==> config.mk <==
export PLATFORM = sky130hd
export DESIGN_NAME = mod_keyfetch
export DESIGN_NICKNAME = d
export VERILOG_FILES = /design/src/rtl/mod_keyfetch.sv
export SDC_FILE = /design/constraint.sdc
export NUM_CORES = 1
export LEC_CHECK = 0
export ABC_AREA = 1
export BUFFER_PORTS_ARGS = -buffer_cell sky130_fd_sc_hd__buf_4
export CORE_MARGIN = 2
export CORE_UTILIZATION = 46
export CTS_CLUSTER_SIZE = 30
export DETAILED_ROUTE_END_ITERATION = 16
export HOLD_SLACK_MARGIN = 0.08
export PLACE_DENSITY = 0.8
export SLEW_MARGIN = 10
export SYNTH_ARGS = -nofsm -noshare
export SYNTH_HDL_FRONTEND = slang
export SYNTH_SLANG_ARGS = --single-unit
==> constraint.sdc <==
create_clock -name clk -period 1.47 [get_ports clk]
set_clock_uncertainty 0.1 [all_clocks]
set_input_delay 0.294 -clock clk [delete_from_list [all_inputs] [get_ports clk]]
set_output_delay 0.294 -clock clk [all_outputs]
set_load 0.005 [all_outputs]
==> src/rtl/mod_keyfetch.sv <==
// Key-ROM fetch sequencer: walks the round-key ROM and streams keys on a valid/ready port.
// Define KEYFETCH_PREFETCH_EN for a two-entry prefetch buffer; default is a single key register.
module mod_keyfetch #(
  parameter int unsigned DATA_WIDTH = 128,
  parameter int unsigned ADDR_WIDTH = 4,
  parameter int unsigned NUM_KEYS   = 15
) (
  input  logic                  clk,
  input  logic                  resetn,
  input  logic                  start,
  output logic                  rom_startBit,
  output logic [ADDR_WIDTH-1:0] rom_addr,
  output logic                  rom_wr_en,
  input  logic [DATA_WIDTH-1:0] rom_data,
  output logic [DATA_WIDTH-1:0] key_out,
  output logic [ADDR_WIDTH-1:0] key_round,
  output logic                  key_valid,
  input  logic                  key_ready,
  output logic                  busy,
  output logic                  done
);

  localparam logic [ADDR_WIDTH-1:0] LastKey = ADDR_WIDTH'(NUM_KEYS - 1);

  logic                  r_rom_en;
  logic                  r_rom_wr_en;
  logic [ADDR_WIDTH-1:0] r_rom_addr;
  logic [DATA_WIDTH-1:0] r_key_out;
  logic [ADDR_WIDTH-1:0] r_key_round;
  logic                  r_key_valid;
  logic                  r_busy;
  logic                  r_done;

  assign rom_startBit = r_rom_en;
  assign rom_addr     = r_rom_addr;
  assign rom_wr_en    = r_rom_wr_en;
  assign key_out      = r_key_out;
  assign key_round    = r_key_round;
  assign key_valid    = r_key_valid;
  assign busy         = r_busy;
  assign done         = r_done;

`ifdef KEYFETCH_PREFETCH_EN

  typedef enum logic [1:0] {StIdle, StRun, StFin} state_e;

  state_e                r_state;
  logic                  r_rd_cap;
  logic                  r_fetch_all;
  logic [ADDR_WIDTH-1:0] r_next_addr;
  logic                  r_buf_valid;
  logic [DATA_WIDTH-1:0] r_buf_data;
  logic [ADDR_WIDTH-1:0] r_buf_round;

  logic       w_xfer;
  logic       w_out_free;
  logic [1:0] w_occ;
  logic       w_issue;

  // Keys held or in flight after this edge; a new strobe is only allowed if it keeps that <= 2.
  always_comb begin
    w_xfer     = r_key_valid && key_ready;
    w_out_free = !r_key_valid || w_xfer;
    w_occ      = {1'b0, r_key_valid} + {1'b0, r_buf_valid} + {1'b0, r_rd_cap} - {1'b0, w_xfer};
    w_issue    = (r_state == StRun) && !r_fetch_all && !r_rom_wr_en && (w_occ < 2'd2);
  end

  always_ff @(posedge clk or negedge resetn) begin
    if (!resetn) begin
      r_state     <= StIdle;
      r_rom_en    <= 1'b0;
      r_rom_wr_en <= 1'b0;
      r_rom_addr  <= '0;
      r_key_out   <= '0;
      r_key_round <= '0;
      r_key_valid <= 1'b0;
      r_busy      <= 1'b0;
      r_done      <= 1'b0;
      r_rd_cap    <= 1'b0;
      r_fetch_all <= 1'b0;
      r_next_addr <= '0;
      r_buf_valid <= 1'b0;
      r_buf_data  <= '0;
      r_buf_round <= '0;
    end else begin
      r_rom_wr_en <= 1'b0;
      r_done      <= 1'b0;
      r_rd_cap    <= r_rom_wr_en;
      unique case (r_state)
        StIdle: begin
          if (start) begin
            r_state     <= StRun;
            r_busy      <= 1'b1;
            r_rom_en    <= 1'b1;
            r_rom_wr_en <= 1'b1;
            r_rom_addr  <= '0;
            r_next_addr <= ADDR_WIDTH'(1);
            r_fetch_all <= (LastKey == '0);
          end
        end
        StRun: begin
          if (w_issue) begin
            r_rom_wr_en <= 1'b1;
            r_rom_addr  <= r_next_addr;
            if (r_next_addr == LastKey) begin
              r_fetch_all <= 1'b1;
            end else begin
              r_next_addr <= r_next_addr + 1'b1;
            end
          end
          // r_rom_addr still names the read whose data is on rom_data while r_rd_cap is high.
          if (w_out_free) begin
            if (r_buf_valid) begin
              r_key_out   <= r_buf_data;
              r_key_round <= r_buf_round;
              r_key_valid <= 1'b1;
              r_buf_valid <= r_rd_cap;
              if (r_rd_cap) begin
                r_buf_data  <= rom_data;
                r_buf_round <= r_rom_addr;
              end
            end else if (r_rd_cap) begin
              r_key_out   <= rom_data;
              r_key_round <= r_rom_addr;
              r_key_valid <= 1'b1;
            end else begin
              r_key_valid <= 1'b0;
            end
          end else if (r_rd_cap) begin
            r_buf_data  <= rom_data;
            r_buf_round <= r_rom_addr;
            r_buf_valid <= 1'b1;
          end
          if (w_xfer && (r_key_round == LastKey)) begin
            r_done  <= 1'b1;
            r_state <= StFin;
          end
        end
        StFin: begin
          r_busy   <= 1'b0;
          r_rom_en <= 1'b0;
          r_state  <= StIdle;
        end
        default: r_state <= StIdle;
      endcase
    end
  end

`else

  typedef enum logic [2:0] {StIdle, StReq, StWait, StHold, StFin} state_e;

  state_e r_state;

  // r_rom_addr doubles as the fetch counter; it is only ever advanced below LastKey.
  always_ff @(posedge clk or negedge resetn) begin
    if (!resetn) begin
      r_state     <= StIdle;
      r_rom_en    <= 1'b0;
      r_rom_wr_en <= 1'b0;
      r_rom_addr  <= '0;
      r_key_out   <= '0;
      r_key_round <= '0;
      r_key_valid <= 1'b0;
      r_busy      <= 1'b0;
      r_done      <= 1'b0;
    end else begin
      r_rom_wr_en <= 1'b0;
      r_done      <= 1'b0;
      unique case (r_state)
        StIdle: begin
          if (start) begin
            r_state     <= StReq;
            r_busy      <= 1'b1;
            r_rom_en    <= 1'b1;
            r_rom_wr_en <= 1'b1;
            r_rom_addr  <= '0;
          end
        end
        StReq: begin
          r_state <= StWait;
        end
        StWait: begin
          r_key_out   <= rom_data;
          r_key_round <= r_rom_addr;
          r_key_valid <= 1'b1;
          r_state     <= StHold;
        end
        StHold: begin
          if (key_ready) begin
            r_key_valid <= 1'b0;
            if (r_rom_addr == LastKey) begin
              r_done  <= 1'b1;
              r_state <= StFin;
            end else begin
              r_rom_addr  <= r_rom_addr + 1'b1;
              r_rom_wr_en <= 1'b1;
              r_state     <= StReq;
            end
          end
        end
        StFin: begin
          r_busy   <= 1'b0;
          r_rom_en <= 1'b0;
          r_state  <= StIdle;
        end
        default: r_state <= StIdle;
      endcase
    end
  end

`endif

endmodule

# Word-level counts from Yosys, hierarchy flattened
# Index checks and enable logic that the tools add are counted.
# op_classes
add_sub_neg	1
multipliers	0
n_div	0
magnitude_cmp	0
n_eq_ne	8
shift	0
mux	19
bitwise	0
reduce_logical	8
# op_table
cell	count
$mux W4	3
$pmux W3 S4	1
$mux W3	3
$mux W1	8
$pmux W4 S2	1
$eq A3 B2 Y1 const B	2
$ne A2 B2 Y1 const B	3
$pmux W1 S2	3
$reduce_and A2 Y1	3
$reduce_bool A2 Y1	3
$add A4 B1 Y4 const B	1
$eq A4 B4 Y1 const B	1
$reduce_and A4 Y1	1
$eq A3 B1 Y1 const B	1
$eq A3 B3 Y1 const B	1
$logic_not A3 Y1	1
# word_totals
reg_bits	143
latch_bits	0
mem_bits_rw	0
mem_bits_ro	0
input_bits	132
output_inout_bits	141
word_cells	44
mem_count	0

# Longest topological paths before layout
# logic_depth
depth_word	4
mapped_depth	7
ltp_nobuf	7

# Worst setup path before layout
# No wires, ideal clock.
# synth_path
path_kind	register to register
startpoint	register r_rom_addr[0], in the netlist rom_addr[0]
endpoint	register r_rom_addr[3], in the netlist rom_addr[3]
setup_time_ns	0.117
arrival_ns	1.095
required_time_ns	1.253
setup_slack_ns	0.158
path_stages_with_launch	8
path_buffers	0
period_less_slack_ns	1.312
cell_sequence	dfrtp_1 inv_1 ha_1 nand3_1 nand3_2 nand2_2 nand2_1 nand2_1
# synth_between
elab_chain_cells	4
word_cells_on_any_way	7
classes_between	1 x add/sub; 2 x eq/ne; 3 x mux; 1 x reduce/logical
# synth_rtl
element	line	rtl
start, declared	27	logic [ADDR_WIDTH-1:0] r_rom_addr;
start signal, assigned	196	r_rom_addr <= r_rom_addr + 1'b1;
$add A4 B1 Y4	196	
$mux W4	192	if (r_rom_addr == LastKey) begin
$mux W4	190	if (key_ready) begin
$pmux W4 S2	170	unique case (r_state)
# Parallel ways exist; a longest one is shown, timed or not. The select of a mux whose other input is x is not followed.
# A chain may end at the register's enable or synchronous reset.

# Final worst setup path
# layout_path
startpoint	register r_rom_addr[3], in the netlist rom_addr[3]
endpoint	output rom_addr[3]
# layout_rtl
element	line	rtl
end, declared	12	output logic [ADDR_WIDTH-1:0] rom_addr,
# No word-level cell between the ends.

==> impl_metrics.env <==
export IMPL_syn_num_nets=756
export IMPL_setup_violations_final=0
export IMPL_drt_pass1_iter_count=5
export IMPL_cts_tree="yes"
export IMPL_rows=40
export IMPL_r2r_start="r_state[2]$_DFFE_PN0P_"
export IMPL_final_cell_count_no_fill=1221
export IMPL_ir_worst_vdd_mv=1.213
export IMPL_dpl_worst_slack_ns=0.1349
export IMPL_rsz0062_at_grt="true"
export IMPL_maxSlewHeadroom_pct=80.96
export IMPL_cts_root_buf="clkbuf_16"
export IMPL_use_met2_pct=53.92
export IMPL_setup_worst_path_start="rom_addr[3]$_DFFE_PN0P_"
export IMPL_start_kind="flip-flop"
export IMPL_htreeDepth=4
export IMPL_groute_usage_overall_pct=30.00
export IMPL_routed_via_density=4.843
export IMPL_hp_start="key_ready"
export IMPL_core_area_um2=12060
export IMPL_ant_nets=0
export IMPL_syn_area_per_cell_um2=9.141
export IMPL_cpMaxStageDelayCell="dfrtp_1"
export IMPL_die_w_um=115.2
export IMPL_critical_path_buf_inv_count=1
export IMPL_cp_cell_sequence="buf_4"
export IMPL_worst_pin_slew_ns=0.2856
export IMPL_synthToLayoutAreaGrowth_pct=76.63
export IMPL_cts_sinks=143
export IMPL_max_freq_ghz=0.6961
export IMPL_drive_above_1_share_pct=32.00
export IMPL_finalNetCount=1171
export IMPL_path_class="flip-flop to output port"
export IMPL_p_leak_nw=5.469
export IMPL_pwr_density_cell_nw_per_um2=1974
export IMPL_crit_arrival_ns=1.04
export IMPL_wl_per_cell_um=16.45
export IMPL_fin_ws_ns=0.03344
export IMPL_ioPinCount=273
export IMPL_start_util_pct=47.14
export IMPL_die_y_um=115.2
export IMPL_r2r_slack_ns=0.04
export IMPL_antenna_found_initial=1
export IMPL_busiest_layer="met2"
export IMPL_cts_buffer_depth=2
export IMPL_synth_cell_area_um2=5685
export IMPL_place_port_buffers=272
export IMPL_crit_path_max_incr_delay_ns=0.46
export IMPL_cp_data_required_time_ns=1.08
export IMPL_syn_inst=622
export IMPL_use_met1_pct=30.47
export IMPL_met3_usage_pct=7.591
export IMPL_finalHoldViolCount=0
export IMPL_drv_slew=0
export IMPL_yosys_warnings=0
export IMPL_dp_hpwl_mm=10.55
export IMPL_drt_total_wl_mm=20.09
export IMPL_grt_pass1_vias=6225
export IMPL_end_kind="output port"
export IMPL_clkTransAtPathRegs_ns=0.06
export IMPL_synth_cell_types=22
export IMPL_grt_ovfl_total=0
export IMPL_dieArea_um2=13270
export IMPL_place_congestion=0.8272
export IMPL_grt_max_degree=42
export IMPL_clock_latency_ns=0.41
export IMPL_grt_first_pass_wirelength_mm=30.46
export IMPL_holdCritPathClass="input port to flip-flop"
export IMPL_numCtsBuffers=17
export IMPL_synth_seq_area_share_pct=62.94
export IMPL_fin_crit_sh_pct=97.73
export IMPL_layout_min_cycle_time_ns=1.437
export IMPL_drv_cap=0
export IMPL_route_detailed_drc=0
export IMPL_drt_iter0_drc=380
export IMPL_num_vias=5913
export IMPL_placed_cells=1053
export IMPL_crit_family="flip-flops"
export IMPL_status="finished, final reports clean"
export IMPL_critPathMaxFanout=5
export IMPL_ys_seq_elements=143
==> flip-flops by register name, indices dropped and copies added, names as in the netlist <==
name       cells
busy           1
done           1
key_out      128
key_round      4
key_valid      1
r_state        3
rom_addr       4
rom_wr_en      1
==> report_power, final <==
part	internal (W)	switching, W	total (W)
sequential	0.00582	0.00119	0.00701
clock	0.00293	0.00162	0.00455
combinational	0.00428	0.00399	0.00827
total	0.0130	0.00680	0.0198
==> cell usage in the layout, fill, tap and decap left out, types with 3 or more instances in the layout <==
cell type and instances:
buf_12 9, buf_4 281, buf_6 5, bufinv_16 4
clkbuf_1 3, clkbuf_16 17, clkinv_2 3, dfrtp_1 142
diode_2 3, dlygate4sd3_1 130, inv_1 136, nand2_1 152
nand3_1 7, nor2_1 5, o21ai_1 132
==> stage by stage <==
| step | util (%) | total power (W) | hold WS, ns | cell area, um2 | TNS [ns] |
|---|---|---|---|---|---|
| 2_1_floorplan | - | 0.01006 | -0.1016 | 5685 | 0 |
| 3_3_place_gp | 66.63 | 0.01406 | 0.08090 | 8036 | 0 |
| 3_5_place_dp | 66.63 | 0.01430 | 0.08206 | 8036 | 0 |
| 4_1_cts | 82.78 | 0.01924 | 0.1230 | 9985 | 0 |
| 5_1_grt | 83.22 | 0.02099 | 0.1557 | 10040 | -0.08560 |
| 6_report | 83.26 | 0.01982 | 0.1504 | 10040 | 0 |
==> per-layer routing <==
metal  up-vias  share of wire [%]
met5         -                  0
met4         0                6.1
met3       102                6.7
met2       312                 53
met1      2776                 34
li1       2723                  -
==> final timing paths <==
check	endpoint	cells past startpoint
setup / recovery	rom_addr[3]	1
hold / removal	rom_wr_en$_DFF_PN0_	3
setup reg to reg	key_out[67]$_DFFE_PN0P_	6
hold reg to reg	key_out[72]$_DFFE_PN0P_	2
max in group asynchronous	key_out[104]$_DFFE_PN0P_	3
min in group asynchronous	busy$_DFFE_PN0P_	2
==> cell usage after synthesis, drive strengths merged <==
cell type	instances	area [um2]
nor3	2	10.01
o21ai	134	670.6
clkinv	1	3.750
nand2	154	583.1
nand4	1	6.260
inv	137	514.2
nand3	11	72.57
buf	26	161.4
dfrtp	143	3578
xnor2	1	8.760
ha	2	25.02
clkbuf	4	26.27
nor2	6	25.03
==> repair_timing <==
action,CTS,global route
gates resized for setup,2,10
hold buffers,130,0
endpoints found under the hold margin,272,0
buffers inserted,3,1
endpoints found under the setup margin,3,12
==> worst register-to-register path, stage by stage (launching register included) <==
cell and delay, ns:
dfrtp_1 0.41, inv_2 0.12, nand3_4 0.11, buf_12 0.17, buf_16 0.18, nand2_1 0.11, o21ai_1 0.09
==> area by class of cell <==
class	instances	area, um2
Sequential cell	143	3580
Timing Repair Buffer	426	3675
Multi-Input combinational cell	311	1428
Clock buffer	22	464.2
Tap cell	168	210.2
Inverter	138	518.0
Clock inverter	10	160.2
Fill cell	615	2019
Antenna cell	3	7.507
==> cell families after synthesis <==
family | count (synthesis) | share of synthesized area, %
XOR/XNOR | 1 | 0.1541
buffers and inverters | 168 | 12.41
flip-flops | 143 | 62.94
AND/OR/NAND/NOR | 174 | 12.26
adder cells (fa/ha/maj) | 2 | 0.4401
AO/OA/AOI/OAI | 134 | 11.80
(Power assumes the default switching activity.)
